## config.mk

```make
export PLATFORM = sky130hd
export DESIGN_NAME = l6_trn_gate
export DESIGN_NICKNAME = d
export VERILOG_FILES = /design/src/rtl/l6_thal_pkg.sv /design/src/rtl/l6_trn_gate_fsm.sv /design/src/rtl/l6_trn_gate.sv
export SDC_FILE = /design/constraint.sdc
export NUM_CORES = 1
export LEC_CHECK = 0
export CORE_UTILIZATION = 50
export CTS_BUF_LIST = sky130_fd_sc_hd__clkbuf_4 sky130_fd_sc_hd__clkbuf_8
export DETAILED_ROUTE_END_ITERATION = 8
export PLACE_DENSITY = 0.65
export SLEW_MARGIN = 10
export SYNTH_ARGS = -nofsm -noshare
export SYNTH_HDL_FRONTEND = slang
export SYNTH_SLANG_ARGS = --single-unit
```

## constraint.sdc

```tcl
create_clock -name clk -period 15.9 [get_ports clk]
set_input_delay 3.975 -clock clk [delete_from_list [all_inputs] [get_ports clk]]
set_output_delay 3.975 -clock clk [all_outputs]
set_load 0.02 [all_outputs]
```

## src/rtl/l6_thal_pkg.sv

```systemverilog
// l6_thal_pkg: shared Q14 constants, TRN state encodings and saturate/clamp helpers for the L6 corticothalamic path
package l6_thal_pkg;
  localparam int ONE = 16384;
  localparam int ONE_THIRD = 5461;
  localparam int K_L6_THAL = 1638;
  localparam int K_TRN = 3277;
  localparam int K_TOTAL = K_L6_THAL + K_TRN;
  localparam int K_BURST = 9830;
  localparam logic [1:0] TONIC = 2'd0;
  localparam logic [1:0] BURST = 2'd1;
  localparam logic [1:0] REFRACT = 2'd2;
  function automatic logic signed [63:0] sat_width(input logic signed [63:0] x, input int w);
    logic signed [63:0] hi, lo;
    hi = (64'sd1 <<< (w - 1)) - 64'sd1;
    lo = -hi - 64'sd1;
    return x > hi ? hi : x < lo ? lo : x;
  endfunction
  function automatic logic signed [63:0] clamp(input logic signed [63:0] x, input logic signed [63:0] lo, input logic signed [63:0] hi);
    return x < lo ? lo : x > hi ? hi : x;
  endfunction
endpackage

```

## src/rtl/l6_trn_gate_fsm.sv

```systemverilog
// trn_mode_fsm: TRN tonic/burst/refractory mode machine stepped on each valid filtered sample (clk, rst_n, step, filt_next -> state, burst)
module trn_mode_fsm import l6_thal_pkg::*; #(
  parameter int WIDTH = 18,
  parameter int HYPER_THRESH = 4096,
  parameter int HOLD_SAMPLES = 4,
  parameter int BURST_LEN = 8,
  parameter int REFRACT_LEN = 16
) (
  input  logic                    clk,
  input  logic                    rst_n,
  input  logic                    step,
  input  logic signed [WIDTH-1:0] filt_next,
  output logic [1:0]              state,
  output logic                    burst
);
  localparam logic signed [WIDTH-1:0] NEG_TH = WIDTH'(-HYPER_THRESH);
  localparam logic [7:0] HOLD_M1 = 8'(HOLD_SAMPLES - 1);
  localparam logic [7:0] BURST_M1 = 8'(BURST_LEN - 1);
  localparam logic [7:0] REFR_M1 = 8'(REFRACT_LEN - 1);
  logic [7:0] hyper_cnt, cnt;
  logic hyper;
  assign hyper = filt_next < NEG_TH;
  assign burst = state == BURST;
  always_ff @(posedge clk) begin
    if (!rst_n) begin
      state <= TONIC;
      hyper_cnt <= '0;
      cnt <= '0;
    end else if (step) begin
      case (state)
        TONIC: begin
          hyper_cnt <= hyper && hyper_cnt != HOLD_M1 ? hyper_cnt + 8'd1 : '0;
          cnt <= '0;
          if (hyper && hyper_cnt == HOLD_M1) state <= BURST;
        end
        BURST: begin
          cnt <= cnt == BURST_M1 ? '0 : cnt + 8'd1;
          if (cnt == BURST_M1) state <= REFRACT;
        end
        REFRACT: begin
          cnt <= cnt == REFR_M1 ? '0 : cnt + 8'd1;
          hyper_cnt <= '0;
          if (cnt == REFR_M1) state <= TONIC;
        end
        default: begin
          state <= TONIC;
          hyper_cnt <= '0;
          cnt <= '0;
        end
      endcase
    end
  end
endmodule

```

## src/rtl/l6_trn_gate.sv

```systemverilog
// l6_trn_gate: L6 three-column average -> leaky filter -> TRN inhibition gating theta (in: clk, rst_n, in_valid, 3x L6, theta_gate_base; out: out_valid, l6_alpha_feedback, l6_inhibition, theta_gate, trn_state)
module l6_trn_gate import l6_thal_pkg::*; #(
  parameter int WIDTH = 18,
  parameter int FRAC = 14,
  parameter int K_TOTAL_P = K_TOTAL,
  parameter int K_BURST_P = K_BURST,
  parameter int ALPHA_SHIFT = 4,
  parameter int HYPER_THRESH = 4096,
  parameter int HOLD_SAMPLES = 4,
  parameter int BURST_LEN = 8,
  parameter int REFRACT_LEN = 16
) (
  input  logic                    clk,
  input  logic                    rst_n,
  input  logic                    in_valid,
  input  logic signed [WIDTH-1:0] sensory_l6_x,
  input  logic signed [WIDTH-1:0] assoc_l6_x,
  input  logic signed [WIDTH-1:0] motor_l6_x,
  input  logic signed [WIDTH-1:0] theta_gate_base,
  output logic                    out_valid,
  output logic signed [WIDTH-1:0] l6_alpha_feedback,
  output logic signed [WIDTH-1:0] l6_inhibition,
  output logic signed [WIDTH-1:0] theta_gate,
  output logic [1:0]              trn_state
);
  localparam int PW = 2 * WIDTH + 2;
  localparam int FW = WIDTH + 2;
  localparam logic signed [PW-1:0] C3 = PW'(ONE_THIRD);
  localparam logic signed [PW-1:0] KT = PW'(K_TOTAL_P);
  localparam logic signed [PW-1:0] KB = PW'(K_BURST_P);
  localparam logic signed [WIDTH-1:0] MAXV = {1'b0, {(WIDTH-1){1'b1}}};
  localparam logic signed [WIDTH-1:0] MINV = {1'b1, {(WIDTH-1){1'b0}}};
  logic v0, v1, v2, v3, burst;
  logic [1:0] state;
  logic signed [WIDTH-1:0] sx0, ax0, mx0, b0, b1, b2, b3, avg2, filt, filt_next, mag, inh, gate;
  logic signed [FW-1:0] sum1, diff;
  logic signed [PW-1:0] prod, inh_prod;
  trn_mode_fsm #(
    .WIDTH(WIDTH), .HYPER_THRESH(HYPER_THRESH), .HOLD_SAMPLES(HOLD_SAMPLES),
    .BURST_LEN(BURST_LEN), .REFRACT_LEN(REFRACT_LEN)
  ) u_fsm (
    .clk(clk), .rst_n(rst_n), .step(v2), .filt_next(filt_next), .state(state), .burst(burst)
  );
  always_comb begin
    prod = PW'(sum1) * C3;
    diff = FW'(avg2) - FW'(filt);
    filt_next = WIDTH'(sat_width(64'(FW'(filt) + (diff >>> ALPHA_SHIFT)), WIDTH));
    mag = burst ? (filt == MINV ? MAXV : filt[WIDTH-1] ? -filt : filt) : (filt[WIDTH-1] ? '0 : filt);
    inh_prod = PW'(mag) * (burst ? KB : KT);
    inh = WIDTH'(inh_prod >>> FRAC);
    gate = WIDTH'(clamp(64'(b3) - 64'(inh), 64'sd0, 64'(ONE)));
  end
  always_ff @(posedge clk) begin
    if (!rst_n) begin
      {v0, v1, v2, v3, out_valid} <= '0;
      {sx0, ax0, mx0, b0, b1, b2, b3, avg2, filt} <= '0;
      sum1 <= '0;
      l6_alpha_feedback <= '0;
      l6_inhibition <= '0;
      theta_gate <= '0;
      trn_state <= TONIC;
    end else begin
      v0 <= in_valid;
      sx0 <= sensory_l6_x;
      ax0 <= assoc_l6_x;
      mx0 <= motor_l6_x;
      b0 <= theta_gate_base;
      v1 <= v0;
      sum1 <= FW'(sx0) + FW'(ax0) + FW'(mx0);
      b1 <= b0;
      v2 <= v1;
      avg2 <= WIDTH'(sat_width(64'(prod >>> FRAC), WIDTH));
      b2 <= b1;
      v3 <= v2;
      b3 <= b2;
      if (v2) filt <= filt_next;
      out_valid <= v3;
      if (v3) begin
        l6_alpha_feedback <= filt;
        l6_inhibition <= inh;
        theta_gate <= gate;
        trn_state <= state;
      end
    end
  end
endmodule
```

# [Word-level counts from Yosys, hierarchy flattened]
# Index checks and enable logic that the tools add are counted.
[classes] n_addsub=8 n_mul=2 n_lt_le_gt_ge=7 n_eq_ne=10 n_mux=20 bitwise=2 reduce_logical=6
[ops] cell="18-bit two-way mux" count=8
[ops] cell="18-bit by 18-bit subtractor with 19-bit output" count=2
[ops] cell="20-bit by 14-bit multiplier with 34-bit output (second input constant)" count=1
[ops] cell="17-bit two-way mux" count=2
[ops] cell="18-bit by 15-bit multiplier with 32-bit output" count=1
[ops] cell="8-bit one-hot mux with 2 select lines" count=2
[ops] cell="8-bit two-way mux" count=3
[ops] cell="19-bit by 18-bit adder with 20-bit output" count=1
[ops] cell="20-bit by 18-bit > comparator with 1-bit output (second input constant)" count=1
[ops] cell="20-bit by 18-bit less-than comparator with 1-bit output (second input constant)" count=1
[ops] cell="18-bit by 15-bit adder with 19-bit output" count=1
[ops] cell="18-bit by 18-bit adder with 19-bit output" count=1
[ops] cell="19-bit by 16-bit > comparator with 1-bit output (second input constant)" count=1
[ops] cell="19-bit by 18-bit > comparator with 1-bit output (second input constant)" count=1
[ops] cell="19-bit by 1-bit less-than comparator with 1-bit output (second input constant)" count=1
[ops] cell="19-bit by 18-bit less-than comparator with 1-bit output (second input constant)" count=1
[ops] cell="18-bit == test (second input constant)" count=1
[ops] cell="18-bit by 13-bit less-than comparator with 1-bit output (second input constant)" count=1
[ops] cell="18-bit negator" count=1
[ops] cell="8-bit by 1-bit adder with 8-bit output (second input constant)" count=2
[ops] cell="14-bit two-way mux" count=1
[ops] cell="8-bit by 2-bit == test with 1-bit output (second input constant)" count=1
[ops] cell="8-bit by 3-bit == test with 1-bit output (second input constant)" count=1
[ops] cell="8-bit by 4-bit == test with 1-bit output (second input constant)" count=1
[ops] cell="12 further kinds" count=18
[totals] ff_bits=261 input_bits=75 out_inout_bits=57 word_cells=78

# [Depth between registers and ports, before layout]
[logic_depth] depth_word=9 depth_mapped=48 ltp_nobuf=47

# [Hierarchy]
# From an unflattened synthesis, not the netlist that was laid out.
[unflattened] cells_unflattened=2535 area_unflattened_um2=23546.3
[modules_own_cells] mod="l6_trn_gate" n_inst=1 cells_each=2429 area_per_inst_um2=22635.5 seq_area_each_um2=4864.7
[modules_own_cells] mod="trn_mode_fsm" n_inst=1 cells_each=106 area_per_inst_um2=910.9 seq_area_each_um2=360.3

# [Worst setup path after synthesis]
# OpenSTA, ideal clock, no wires.
[synth_timing] kind="reg-to-reg" startpoint="register filt[1]" endpoint="register theta_gate[0]" setup_time_ns=0.061 arrival_ns=10.661 required_ns=15.839 path_slack_ns=5.178 stages_incl_launch_ff=49 path_buffers=1 synth_period_minus_slack_ns=10.722 cell_sequence="dfxtp_1 > inv_1 > ha_1 > nand3_1 > nor3_1 > nand3_1 > or2_2 > nor2_1 > nand2_1 > clkbuf_1 > a21oi_1 > inv_1 > o21ai_0 > inv_1 > fa_1 > fa_1 > inv_1 > fa_1 > [13 not listed] > a21oi_1 > xnor2_1 > ha_1 > inv_1 > fa_1 > a211oi_1 > nor2_1 > o21a_1 > nor3_1 > a21oi_2 > o32ai_1 > a31oi_1 > or2_2 > xnor2_1 > or3_1 > or4_4 > a2111oi_4 > a22o_1"
[synth_between] elab_chain_cells=9 word_cells_on_any_way=12 cone_classes="2 x add/sub; 1 x mul; 2 x order compare; 1 x eq/ne; 6 x mux"
[synth_lines] item="from (decl)" line_no="l6_trn_gate.sv:35" rtl="logic signed [WIDTH-1:0] sx0, ax0, mx0, b0, b1, b2, b3, avg2, filt, filt_next, mag, inh, gate;"
[synth_lines] item="from (signal assigned)" line_no="l6_trn_gate.sv:76" rtl="if (v2) filt <= filt_next;"
[synth_lines] item="18-bit negator" line_no="l6_trn_gate.sv:48" rtl="mag = burst ? (filt == MINV ? MAXV : filt[WIDTH-1] ? -filt : filt) : (filt[WIDTH-1] ? '0 : filt);"
[synth_lines] item="18-bit two-way mux (2 in series)" line_no="l6_trn_gate.sv:48"
[synth_lines] item="18-bit two-way mux (*)" line_no="l6_trn_gate.sv:48"
[synth_lines] item="18-bit by 15-bit multiplier with 32-bit output (*)" line_no="l6_trn_gate.sv:49" rtl="inh_prod = PW'(mag) * (burst ? KB : KT);"
[synth_lines] item="named net inh_prod[14]" line_no="l6_trn_gate.sv:37" rtl="logic signed [PW-1:0] prod, inh_prod;"
[synth_lines] item="18-bit by 18-bit subtractor with 19-bit output (*)" line_no="l6_trn_gate.sv:51" rtl="gate = WIDTH'(clamp(64'(b3) - 64'(inh), 64'sd0, 64'(ONE)));"
[synth_lines] item="19-bit by 16-bit > comparator with 1-bit output" line_no="l6_thal_pkg.sv:19" rtl="return x < lo ? lo : x > hi ? hi : x;"
[synth_lines] item="18-bit two-way mux" line_no="l6_thal_pkg.sv:19"
[synth_lines] item="18-bit two-way mux (*)" line_no="l6_thal_pkg.sv:19"
[synth_lines] item="to (signal assigned)" line_no="l6_trn_gate.sv:81" rtl="theta_gate <= gate;"
[synth_lines] item="to (decl)" line_no="l6_trn_gate.sv:23" rtl="output logic signed [WIDTH-1:0] theta_gate,"
# Mark *: on every way through the listed nets, which the timed path passes. The rest lies on a longest branch.
# A chain may end at the register's enable or synchronous reset.

# [Worst setup path after layout]
[layout_timing] startpoint="register filt[1]" endpoint="register theta_gate[6]"
# The elaborated chain is that of the path after synthesis.

==> impl_metrics.json <==
{
  "hold_depth": 1,
  "core_um2": 47000,
  "start_kind": "flip-flop",
  "cts_buffers": 46,
  "crit_top_cell": "inv_1",
  "cts.sinks": 261,
  "die_area_um2": 48800,
  "synth_cell_types": 94,
  "track_usage_pct": 24.2,
  "slowest_delay_ns": 0.66,
  "maxSlewViolCount": 0,
  "setup_tns_ns": 0,
  "period_needed_ns": 12.31,
  "cp_top_family": "adder cells",
  "rsz0062_at_grt": "false",
  "drtPass1Iterations": 5,
  "tightest_slew_ns": 0.993,
  "critPathKind": "flip-flop to flip-flop",
  "reg2regPathDepth": 47,
  "synthArstFlopShare_pct": 0,
  "maxCapViolCount": 0,
  "n_fill_cell": 4136,
  "fmax_ghz": 0.0813,
  "drt_wl_total_um": 57000,
  "slew-limit-headroom_pct": 33.6,
  "routed-via-count": 17500,
  "grt_pass1_vias": 18400,
  "cp_slowest_cell": "a2111oi_4",
  "yosysWarnings": 0,
  "finalPower_w": 0.00517,
  "p_leak_nw": 13.3,
  "end_kind": "flip-flop",
  "r2r_slack_ns": 3.59,
  "synth_area_leaders": "fa_1 (24%), dfxtp_1 (22%), ha_1 (15%), inv_1 (7.4%), and2_1 (3.7%)",
  "cp_max_fo": 11,
  "drt_iter0_markers": 846,
  "fin_crit_sh_pct": 77.4,
  "ys.flop_type": "dfxtp_1",
  "via_per_inst": 5.23,
  "syn_inst": 2552,
  "drc_errors": 0,
  "power.density_nw_per_um2": 190,
  "nets": 3358,
  "synth-edff-count": 0,
  "cp_num_cells": 47,
  "cts_resized": 0,
  "ant_nets": 0,
  "worstSkewPairLatency_ns": 0.63,
  "die_h_um": 221,
  "grt_overflow": 0,
  "ys_ff_latch": 261,
  "ys_seq_area_share_pct": 21.8,
  "cts.path.max_buffers": 3,
  "antenna_found_initial": 0,
  "synth.most_common_cell": "inv_1",
  "antennaDiodeCount": 0,
  "num_rows": 79,
  "cts-root-buf": "clkbuf_8",
  "status": "finished clean",
  "tritoncts": "yes",
  "ios": 132,
  "start_util_pct": 51.1,
  "fin_util_pct": 57.9,
  "syn_to_final_growth_pct": 13.3,
  "portBuffers": 131,
  "finClkSkew_ns": 0.0264,
  "cts_setup_buffers": 0,
  "final_layout_size_suffix_gt1_share_pct": 5.50,
  "routedWlPerCell_um": 17.0,
  "synth_top_area_share_pct": 23.8,
  "setup_viol": 0,
  "yosysTopAreaCell": "fa_1",
  "hold_class": "flip-flop to flip-flop",
  "dieWidth_um": 221,
  "clkTransAtPathRegs_ns": 0.06,
  "place.gp.congestion": 0.903,
  "yosys-top-cells-count": "inv_1 (470), ha_1 (287), fa_1 (285)",
  "vdd_drop_max_mv": 0.150,
  "htreeDepth": 2,
  "postCtsHoldBufs": 0,
  "syn_area_per_cell_um2": 9.40,
  "cp.required_ns": 16.45,
  "grt_max_degree": 101,
  "finalHoldViolations": 0,
  "worstPathArrival_ns": 12.86,
  "grt_pass1_wl_um": 94400,
  "dpl.hpwl_um": 46500,
  "path_buf_inv": 10,
  "synthesis.area_um2": 24000
}
layer usage:
metal | wire length, µm | up-vias | track usage, %
met5 | 0 | - | 0
met4 | 1290 | 0 | 6.74
met3 | 2850 | 85 | 3.94
met2 | 26800 | 427 | 40.6
met1 | 26100 | 8441 | 32.2
li1 | - | 8592 | -
worst register-to-register path, delay by kind of cell (launching register included):
| kind | cells | cell delay, ns |
|---|---|---|
| AO/OA/AOI/OAI | 13 | 3.12 |
| XOR/XNOR | 2 | 0.35 |
| adder cells (fa/ha/maj) | 10 | 4.28 |
| buffers and inverters | 10 | 0.91 |
| flip-flops | 1 | 0.35 |
| AND/OR/NAND/NOR | 12 | 3.25 |
flip-flops by register name, summed over array words and instances (netlist names), 2 cells and up:
name and flops:
avg2 18, ax0 18, b0 18, b1 18
b2 18, b3 18, filt 18, l6_alpha_feedback 18
l6_inhibition 18, mx0 18, sum1 20, sx0 18
theta_gate 18, trn_state 2, u_fsm.cnt 8, u_fsm.hyper_cnt 8
u_fsm.state 2
cell usage in the layout, fill, tap and decap left out, drive strengths merged, types with 47 or more instances in the layout:
master / Yosys / final
clkbuf: 65 / 69
ha: 287 / 287
fa: 285 / 285
o21ai: 93 / 93
a21o: 47 / 47
xnor2: 71 / 71
and2: 141 / 141
nor2: 142 / 142
nand2: 138 / 138
clkdlybuf4s50: 0 / 130
dfxtp: 261 / 261
a21oi: 99 / 99
inv: 470 / 472
cells by family after synthesis:
kind of cell	after synthesis	share of synthesized area [%]
buffers and inverters	544	8.55
and+or+nand+nor	607	13.1
DFF	261	21.8
xor gates and xnor gates	105	3.83
AOI/OAI and AO/OA	408	11.7
other	2	0.0313
adders and majority gates	592	39.6
muxes	33	1.40
power by group:
group	total (W)	switching (W)	internal, W
clock	0.000779	0.000303	0.000475
combinational	0.00362	0.00206	0.00156
sequential	0.000772	0.0000522	0.000720
total	0.00517	0.00241	0.00276
cell type report:
| cell class | count | area (µm²) | share of cell area (%) |
|---|---|---|---|
| clock buffers | 69 | 881 | 3.24 |
| clock inverters | 15 | 294 | 1.08 |
| inverters | 471 | 1770 | 6.50 |
| multi-input cells | 1791 | 16900 | 62.1 |
| flip-flops and latches | 261 | 5230 | 19.2 |
| well taps | 607 | 759 | 2.79 |
| repair buffers | 140 | 1380 | 5.06 |
path summary, 6_finish.rpt:
kind	startpoint	end
setup / recovery	filt[1]$_SDFFE_PN0P_	theta_gate[6]$_SDFFE_PN0P_
hold / removal	b1[2]$_SDFF_PN0_	b2[2]$_SDFF_PN0_
setup reg to reg	filt[1]$_SDFFE_PN0P_	theta_gate[6]$_SDFFE_PN0P_
hold reg to reg	b1[2]$_SDFF_PN0_	b2[2]$_SDFF_PN0_
metrics by stage:
step / cells / hold WS [ns] / area (µm²) / worst slack, ns
6_report: 3354 / 0.425 / 27200 / 3.59
5_1_grt: 3354 / 0.441 / 27200 / 2.85
3_3_place_gp: 3270 / 0.414 / 26000 / 4.35
2_1_floorplan: 2596 / 0.412 / 24100 / 5.18
4_1_cts: 3354 / 0.424 / 27200 / 3.76
3_5_place_dp: 3270 / 0.417 / 26000 / 3.85
Note: power is estimated with default switching activity, not from simulation.
